File: config.mk
export PLATFORM = sky130hd
export DESIGN_NAME = uart_tx_flat
export DESIGN_NICKNAME = d
export VERILOG_FILES = /design/src/rtl/uart_pkg.sv /design/src/rtl/uart_tx_if.sv /design/src/rtl/uart_tx.sv /design/src/flat_wrapper.sv
export SDC_FILE = /design/constraint.sdc
export NUM_CORES = 1
export LEC_CHECK = 0
export CAP_MARGIN = 20
export CORE_ASPECT_RATIO = 0.7
export CORE_UTILIZATION = 50
export CTS_CLUSTER_SIZE = 24
export DETAILED_ROUTE_END_ITERATION = 6
export PLACE_DENSITY = 0.81
export SKIP_LAST_GASP = 1
export SYNTH_ARGS = -nofsm -noshare
export SYNTH_HDL_FRONTEND = slang
export SYNTH_SLANG_ARGS = --single-unit
File: constraint.sdc
create_clock -name tx_clk -period 3.5 [get_ports tx_clk]
set_clock_uncertainty 0.1 [all_clocks]
set_input_delay 0.7 -clock tx_clk [delete_from_list [all_inputs] [get_ports tx_clk]]
set_output_delay 0.7 -clock tx_clk [all_outputs]
set_load 0.05 [all_outputs]
File: src/rtl/uart_pkg.sv
// Shared UART definitions: framing limits, FSM state encoding and the
// parity helper used by both the transmitter and the receiver.
package uart_pkg;

    localparam int UART_MIN_LEN       = 5;
    localparam int UART_MAX_LEN       = 8;
    localparam int UART_TICKS_PER_BIT = 16;

    typedef enum logic [2:0] {
        IDLE   = 3'd0,
        START  = 3'd1,
        DATA   = 3'd2,
        PARITY = 3'd3,
        STOP1  = 3'd4,
        STOP2  = 3'd5,
        DONE   = 3'd6
    } uart_state_t;

    // Parity over the transmitted bits only (data[length-1:0]).
    // parity_type=1 gives XOR (odd count -> 1), parity_type=0 gives XNOR.
    function automatic logic uart_parity(input logic [7:0] data,
                                         input logic [3:0] length,
                                         input logic       parity_type);
        logic p;
        p = 1'b0;
        for (int i = 0; i < 8; i++) begin
            if (i < {28'd0, length}) begin
                p = p ^ data[i];
            end
        end
        return parity_type ? p : ~p;
    endfunction

    // True when a frame length can be transmitted.
    function automatic logic uart_len_ok(input logic [3:0] length);
        return (length >= 4'(UART_MIN_LEN)) && (length <= 4'(UART_MAX_LEN));
    endfunction

endpackage

File: src/rtl/uart_tx_if.sv
// Host-side interface of the UART transmitter.
//
// Handshake: tx_start is a request that the transmitter samples only while
// idle (tx_busy=0 and tx_done=0). A request with a legal length is accepted
// on that edge and tx_busy rises in the next cycle; the framing inputs are
// captured at acceptance, so the host may change them freely afterwards.
// There is no separate ready: tx_busy=0 means a request will be sampled.
// tx_done pulses for one cycle when the last stop bit has been sent.
interface uart_tx_if;
    logic       tx_start;
    logic [7:0] tx_data;
    logic [3:0] length;
    logic       parity_type;
    logic       parity_en;
    logic       stop2;
    logic       tx;
    logic       tx_busy;
    logic       tx_done;

    modport master (
        output tx_start, tx_data, length, parity_type, parity_en, stop2,
        input  tx, tx_busy, tx_done
    );

    modport slave (
        input  tx_start, tx_data, length, parity_type, parity_en, stop2,
        output tx, tx_busy, tx_done
    );
endinterface

File: src/rtl/uart_tx.sv
// UART serial transmitter: start bit, 5..8 data bits LSB-first, optional
// parity, one or two stop bits. The serial line is driven from a register
// that is loaded with the bit value belonging to the next state.
module uart_tx
    import uart_pkg::*;
#(
    parameter int TICKS_PER_BIT = UART_TICKS_PER_BIT
) (
    input  logic        tx_clk,
    input  logic        rst,
    uart_tx_if.slave    bus,
    output uart_state_t state_dbg
);

    localparam int TW = (TICKS_PER_BIT > 1) ? $clog2(TICKS_PER_BIT) : 1;
    localparam logic [TW-1:0] TICK_LAST = TW'(TICKS_PER_BIT - 1);

    uart_state_t   state, state_n;
    logic [TW-1:0] tick, tick_n;
    logic [2:0]    bit_idx, bit_idx_n;
    logic [7:0]    data_q, data_n;
    logic [3:0]    len_q, len_n;
    logic          ptype_q, ptype_n;
    logic          pen_q, pen_n;
    logic          stop2_q, stop2_n;
    logic          tx_q, tx_n;
    logic          bit_end;

    assign bit_end = (tick == TICK_LAST);

    // Next-state, counter and latched-frame logic; tx_n is the line value
    // that goes with the state being entered.
    always_comb begin
        state_n   = state;
        tick_n    = tick;
        bit_idx_n = bit_idx;
        data_n    = data_q;
        len_n     = len_q;
        ptype_n   = ptype_q;
        pen_n     = pen_q;
        stop2_n   = stop2_q;
        tx_n      = 1'b1;

        case (state)
            IDLE: begin
                tick_n    = '0;
                bit_idx_n = 3'd0;
                if (bus.tx_start && uart_len_ok(bus.length)) begin
                    data_n  = bus.tx_data;
                    len_n   = bus.length;
                    ptype_n = bus.parity_type;
                    pen_n   = bus.parity_en;
                    stop2_n = bus.stop2;
                    state_n = START;
                end
            end
            START: begin
                tick_n = bit_end ? '0 : tick + 1'b1;
                if (bit_end) begin
                    state_n = DATA;
                end
            end
            DATA: begin
                tick_n = bit_end ? '0 : tick + 1'b1;
                if (bit_end) begin
                    if ({1'b0, bit_idx} == (len_q - 4'd1)) begin
                        bit_idx_n = 3'd0;
                        state_n   = pen_q ? PARITY : STOP1;
                    end else begin
                        bit_idx_n = bit_idx + 3'd1;
                    end
                end
            end
            PARITY: begin
                tick_n = bit_end ? '0 : tick + 1'b1;
                if (bit_end) begin
                    state_n = STOP1;
                end
            end
            STOP1: begin
                tick_n = bit_end ? '0 : tick + 1'b1;
                if (bit_end) begin
                    state_n = stop2_q ? STOP2 : DONE;
                end
            end
            STOP2: begin
                tick_n = bit_end ? '0 : tick + 1'b1;
                if (bit_end) begin
                    state_n = DONE;
                end
            end
            DONE: begin
                tick_n  = '0;
                state_n = IDLE;
            end
            default: begin
                tick_n  = '0;
                state_n = IDLE;
            end
        endcase

        case (state_n)
            START:   tx_n = 1'b0;
            DATA:    tx_n = data_n[bit_idx_n];
            PARITY:  tx_n = uart_parity(data_n, len_n, ptype_n);
            default: tx_n = 1'b1;
        endcase
    end

    // State, counters, latched frame settings and the registered line.
    always_ff @(posedge tx_clk) begin
        if (rst) begin
            state   <= IDLE;
            tick    <= '0;
            bit_idx <= 3'd0;
            data_q  <= 8'd0;
            len_q   <= 4'd0;
            ptype_q <= 1'b0;
            pen_q   <= 1'b0;
            stop2_q <= 1'b0;
            tx_q    <= 1'b1;
        end else begin
            state   <= state_n;
            tick    <= tick_n;
            bit_idx <= bit_idx_n;
            data_q  <= data_n;
            len_q   <= len_n;
            ptype_q <= ptype_n;
            pen_q   <= pen_n;
            stop2_q <= stop2_n;
            tx_q    <= tx_n;
        end
    end

    assign bus.tx      = tx_q;
    assign bus.tx_busy = (state != IDLE);
    assign bus.tx_done = (state == DONE);
    assign state_dbg   = state;

endmodule

File: src/flat_wrapper.sv
// flat-port wrapper written by rule: the top's interface ports become plain ports
module uart_tx_flat import uart_pkg::*;
#(
    parameter int TICKS_PER_BIT = UART_TICKS_PER_BIT
)
  (tx_clk, rst, state_dbg, bus_tx_start, bus_tx_data, bus_length, bus_parity_type, bus_parity_en, bus_stop2, bus_tx, bus_tx_busy, bus_tx_done);
  uart_tx_if bus_i ();
  input  logic tx_clk;
  input  logic rst;
  output uart_state_t state_dbg;
  input wire logic [$bits(bus_i.tx_start)-1:0] bus_tx_start;
  input wire logic [$bits(bus_i.tx_data)-1:0] bus_tx_data;
  input wire logic [$bits(bus_i.length)-1:0] bus_length;
  input wire logic [$bits(bus_i.parity_type)-1:0] bus_parity_type;
  input wire logic [$bits(bus_i.parity_en)-1:0] bus_parity_en;
  input wire logic [$bits(bus_i.stop2)-1:0] bus_stop2;
  output wire logic [$bits(bus_i.tx)-1:0] bus_tx;
  output wire logic [$bits(bus_i.tx_busy)-1:0] bus_tx_busy;
  output wire logic [$bits(bus_i.tx_done)-1:0] bus_tx_done;
  assign bus_i.tx_start = bus_tx_start;
  assign bus_i.tx_data = bus_tx_data;
  assign bus_i.length = bus_length;
  assign bus_i.parity_type = bus_parity_type;
  assign bus_i.parity_en = bus_parity_en;
  assign bus_i.stop2 = bus_stop2;
  assign bus_tx = bus_i.tx;
  assign bus_tx_busy = bus_i.tx_busy;
  assign bus_tx_done = bus_i.tx_done;
  uart_tx #(.TICKS_PER_BIT(TICKS_PER_BIT)) u_core (.tx_clk(tx_clk), .rst(rst), .bus(bus_i), .state_dbg(state_dbg));
endmodule
==> flow_summary.json, run 1 <==
{
  "cts_resized": 0,
  "dp_slack_ns": 0.008141,
  "reg2reg_slack_ns": 0.52,
  "hold_class": "reg -> reg",
  "tightest_slew_ns": 0.5230,
  "diodes": 0,
  "synth.largest_area_cell": "dfxtp_1",
  "synth_edf_count": 0,
  "clockBufferDepth": 2,
  "area_growth_pct": 21.48,
  "cts.clk_slew.worst_paths_ns": 0.09,
  "finalHoldViolations": 0,
  "ys_ff_latch": 26,
  "yosysTopAreaCellShare": 0.3070,
  "numClockSinks": 26,
  "cts_made_buffers": 3,
  "setup_viol": 0,
  "synth_cells": 192,
  "crit_chain": "clkdlybuf4s50_1, o21ai_1, nor2_1, o21ai_2, buf_4, mux2i_1, o22ai_2, xnor3_1, xnor3_1, o211ai_1, a21boi_1",
  "antenna_found_initial": 0,
  "crit_top_cell": "xnor3_1",
  "drive_above_1_share": 0.1261,
  "min_path_cells": 1,
  "cts_setup_buffers": 0,
  "synthTopCellsByCount": "nor2_1 (30), dfxtp_1 (26), mux2i_1 (21)",
  "fin_tns_setup_ns": 0,
  "cts_htree_levels": 1,
  "grt_pass1_wl_mm": 6.182,
  "routedWlPerCell_um": 13.93,
  "seq_area_um2": 520.5,
  "fillers": 273,
  "r2r-start": "u_core.len_q[0]",
  "maxCapViolCount": 0,
  "status": "finished clean",
  "port_buffers": 23,
  "core_um2": 3191,
  "finalWirelength_mm": 3.621,
  "cp_data_required_time_ns": 3.61,
  "cpMaxStageDelayCell": "clkdlybuf4s50_1",
  "grt_pass1_vias": 1356,
  "ys_types": 48,
  "synth_compound_area_frac": 0.1328,
  "synthSimpleGateAreaFrac": 0.2399,
  "synth_xor_area_frac": 0.08856,
  "crit_path_start_kind": "input pin",
  "vdd_drop_max_mv": 0.2821,
  "nets": 244,
  "drcViolationCount": 0,
  "tritoncts": "yes",
  "clockRootBuffer": "clkbuf_8",
  "r2r_end": "u_core.bus.tx",
  "synth_top_family_by_area": "simple AND/OR/NAND/NOR gates",
  "post-route-util": 0.6455,
  "period_share": 0.9191,
  "grtUsageTotal": 0.2225,
  "fp.dieW_um": 71.60,
  "synth-seq-area-share": 0.3070,
  "synthAdderAreaFrac": 0.02878,
  "netlist_area_um2": 1695,
  "drtIter0Drc": 55,
  "slew_headroom": 0.6498,
  "initial_core_util": 0.5314,
  "p_per_area_nw_per_um2": 311.6,
  "routed_via_density": 5.692,
  "total_power_uw": 641.8,
  "firstDrtPassIters": 4,
  "ys.flop_type": "dfxtp_1",
  "maxSlewViolCount": 0,
  "row_count": 17,
  "vias": 1480,
  "ant_nets": 0,
  "pin_count": 24,
  "cp.arrival_ns": 3.33,
  "r2r_cells": 11,
  "yosysMostFrequentCell": "nor2_1",
  "ys_top_cells_by_area": "dfxtp_1 (31%), mux2i_1 (12%), nor2_1 (6.6%)",
  "synthArstFlopShare": 0,
  "rsz0062_at_grt": "false",
  "avgSynthCellArea_um2": 8.830,
  "grt_max_degree": 15,
  "syn_nets": 213,
  "leakagePower_nw": 0.9412,
  "finalWorstSetupSlack_ns": 0.2833,
  "clock_latency_ns": 0.27,
  "worst_hold_startpoint": "u_core.tick[0]",
  "crit_path_max_fanout": 6,
  "cts_hold_buf": 0,
  "hold_end": "u_core.tick[0]",
  "fin_crit_ns": 3.217,
  "yosys_warnings": 0,
  "grt.overflow.total": 0,
  "synthMuxAreaShare": 0.1594,
  "dp.final_hpwl_mm": 2.764,
  "gp_congestion": 0.8081,
  "die-area_um2": 3632,
  "end_kind": "register",
  "max_freq_mhz": 310.9,
  "worstSetupPathType": "in -> reg",
  "slowest_delay_ns": 0.50,
  "die_h_um": 50.72,
  "multi_input_area_um2": 1101
}
## through the flow
stage	cell area [um2]	std cells	hold slack, ns
6_report	2059	260	0.3566
4_1_cts	2059	260	0.3597
2_1_floorplan	1695	192	0.3175
3_5_place_dp	2004	256	0.3442
5_1_grt	2059	260	0.3972
3_3_place_gp	2004	256	0.3338
## cells by family after synthesis
family,count (synthesis)
AOI/OAI and AO/OA,31
and+or+nand+nor,79
adders and majority gates,4
DFF,26
buffers and inverters,13
xor gates and xnor gates,14
muxes,25
## state kept, by name, summed over array words and instances (netlist names)
signal,cells
u_core.stop2_q,1
u_core.len_q,4
u_core.state_dbg,3
u_core.data_q,8
u_core.ptype_q,1
u_core.bit_idx,3
u_core.tick,4
u_core.pen_q,1
u_core.bus.tx,1
## worst max path at each step
stage | startpoint | cells past startpoint | slack [ns] | end
after floorplan | bus_length[3] | 9 | 0.67 | u_core.bus.tx
after global placement | bus_length[1] | 11 | 0.12 | u_core.bus.tx
after detailed placement | bus_length[1] | 11 | 0.008 | u_core.bus.tx
after CTS | bus_length[1] | 11 | 0.26 | u_core.bus.tx
after global routing | bus_length[1] | 11 | 0.002 | u_core.bus.tx
final | bus_length[1] | 11 | 0.28 | u_core.bus.tx
## layout by cell type (no fill, tap or decap), types with 5 or more instances in the layout
| master | Yosys | layout |
|---|---|---|
| clkdlybuf4s50_1 | 0 | 23 |
| buf_4 | 0 | 12 |
| xor2_1 | 9 | 9 |
| mux2i_1 | 21 | 21 |
| dfxtp_1 | 26 | 26 |
| nor2_1 | 30 | 30 |
| nand2_1 | 16 | 16 |
| a21oi_1 | 5 | 5 |
| nor3_1 | 5 | 5 |
| nand3_1 | 9 | 9 |
## where the power goes
| group | total (mW) | switching [mW] | leakage, nW | internal [mW] |
|---|---|---|---|---|
| logic | 0.133 | 0.0645 | 0.702 | 0.0685 |
| clock network | 0.196 | 0.0951 | 0.0288 | 0.101 |
| registers | 0.313 | 0.00901 | 0.211 | 0.304 |
| total | 0.642 | 0.169 | 0.941 | 0.473 |
## final cells by class
type,count,share of cell area
Multi-Input combinational cell,153,0.5346
Sequential cell,26,0.2527
Timing Repair Buffer,35,0.1555
Clock buffer,4,0.02673
Tap cell,38,0.02309
Inverter,4,0.007290
## worst max-delay path: cells and delay by family
kind / cells / cell delay [ns]
mux: 1 / 0.34
simple gates: 1 / 0.08
xor+xnor: 2 / 0.55
compound gates: 5 / 0.95
buf+inv: 2 / 0.70
## layer usage
| metal | track usage | routed length, um | up-vias | part of all wire |
|---|---|---|---|---|
| li1 | - | - | 744 | - |
| met1 | 0.3202 | 1895 | 703 | 0.52 |
| met2 | 0.3318 | 1517 | 29 | 0.42 |
| met3 | 0.05221 | 179 | 4 | 0.049 |
| met4 | 0.05882 | 29 | 0 | 0.0080 |
| met5 | 0 | 0 | - | 0 |
Note: power is estimated with default switching activity, not from simulation.
==> run 2, diff against run 1 <==
- ABC_CLOCK_PERIOD_IN_PS: default -> 3500
==> results of run 2 <==
Final layout, timing and power as in run 1 (identical DEF).
==> run 3, diff against run 2 <==
- HOLD_SLACK_MARGIN: default -> 0.08
==> results of run 3 <==
Final layout, timing and power as in run 1 (identical DEF).
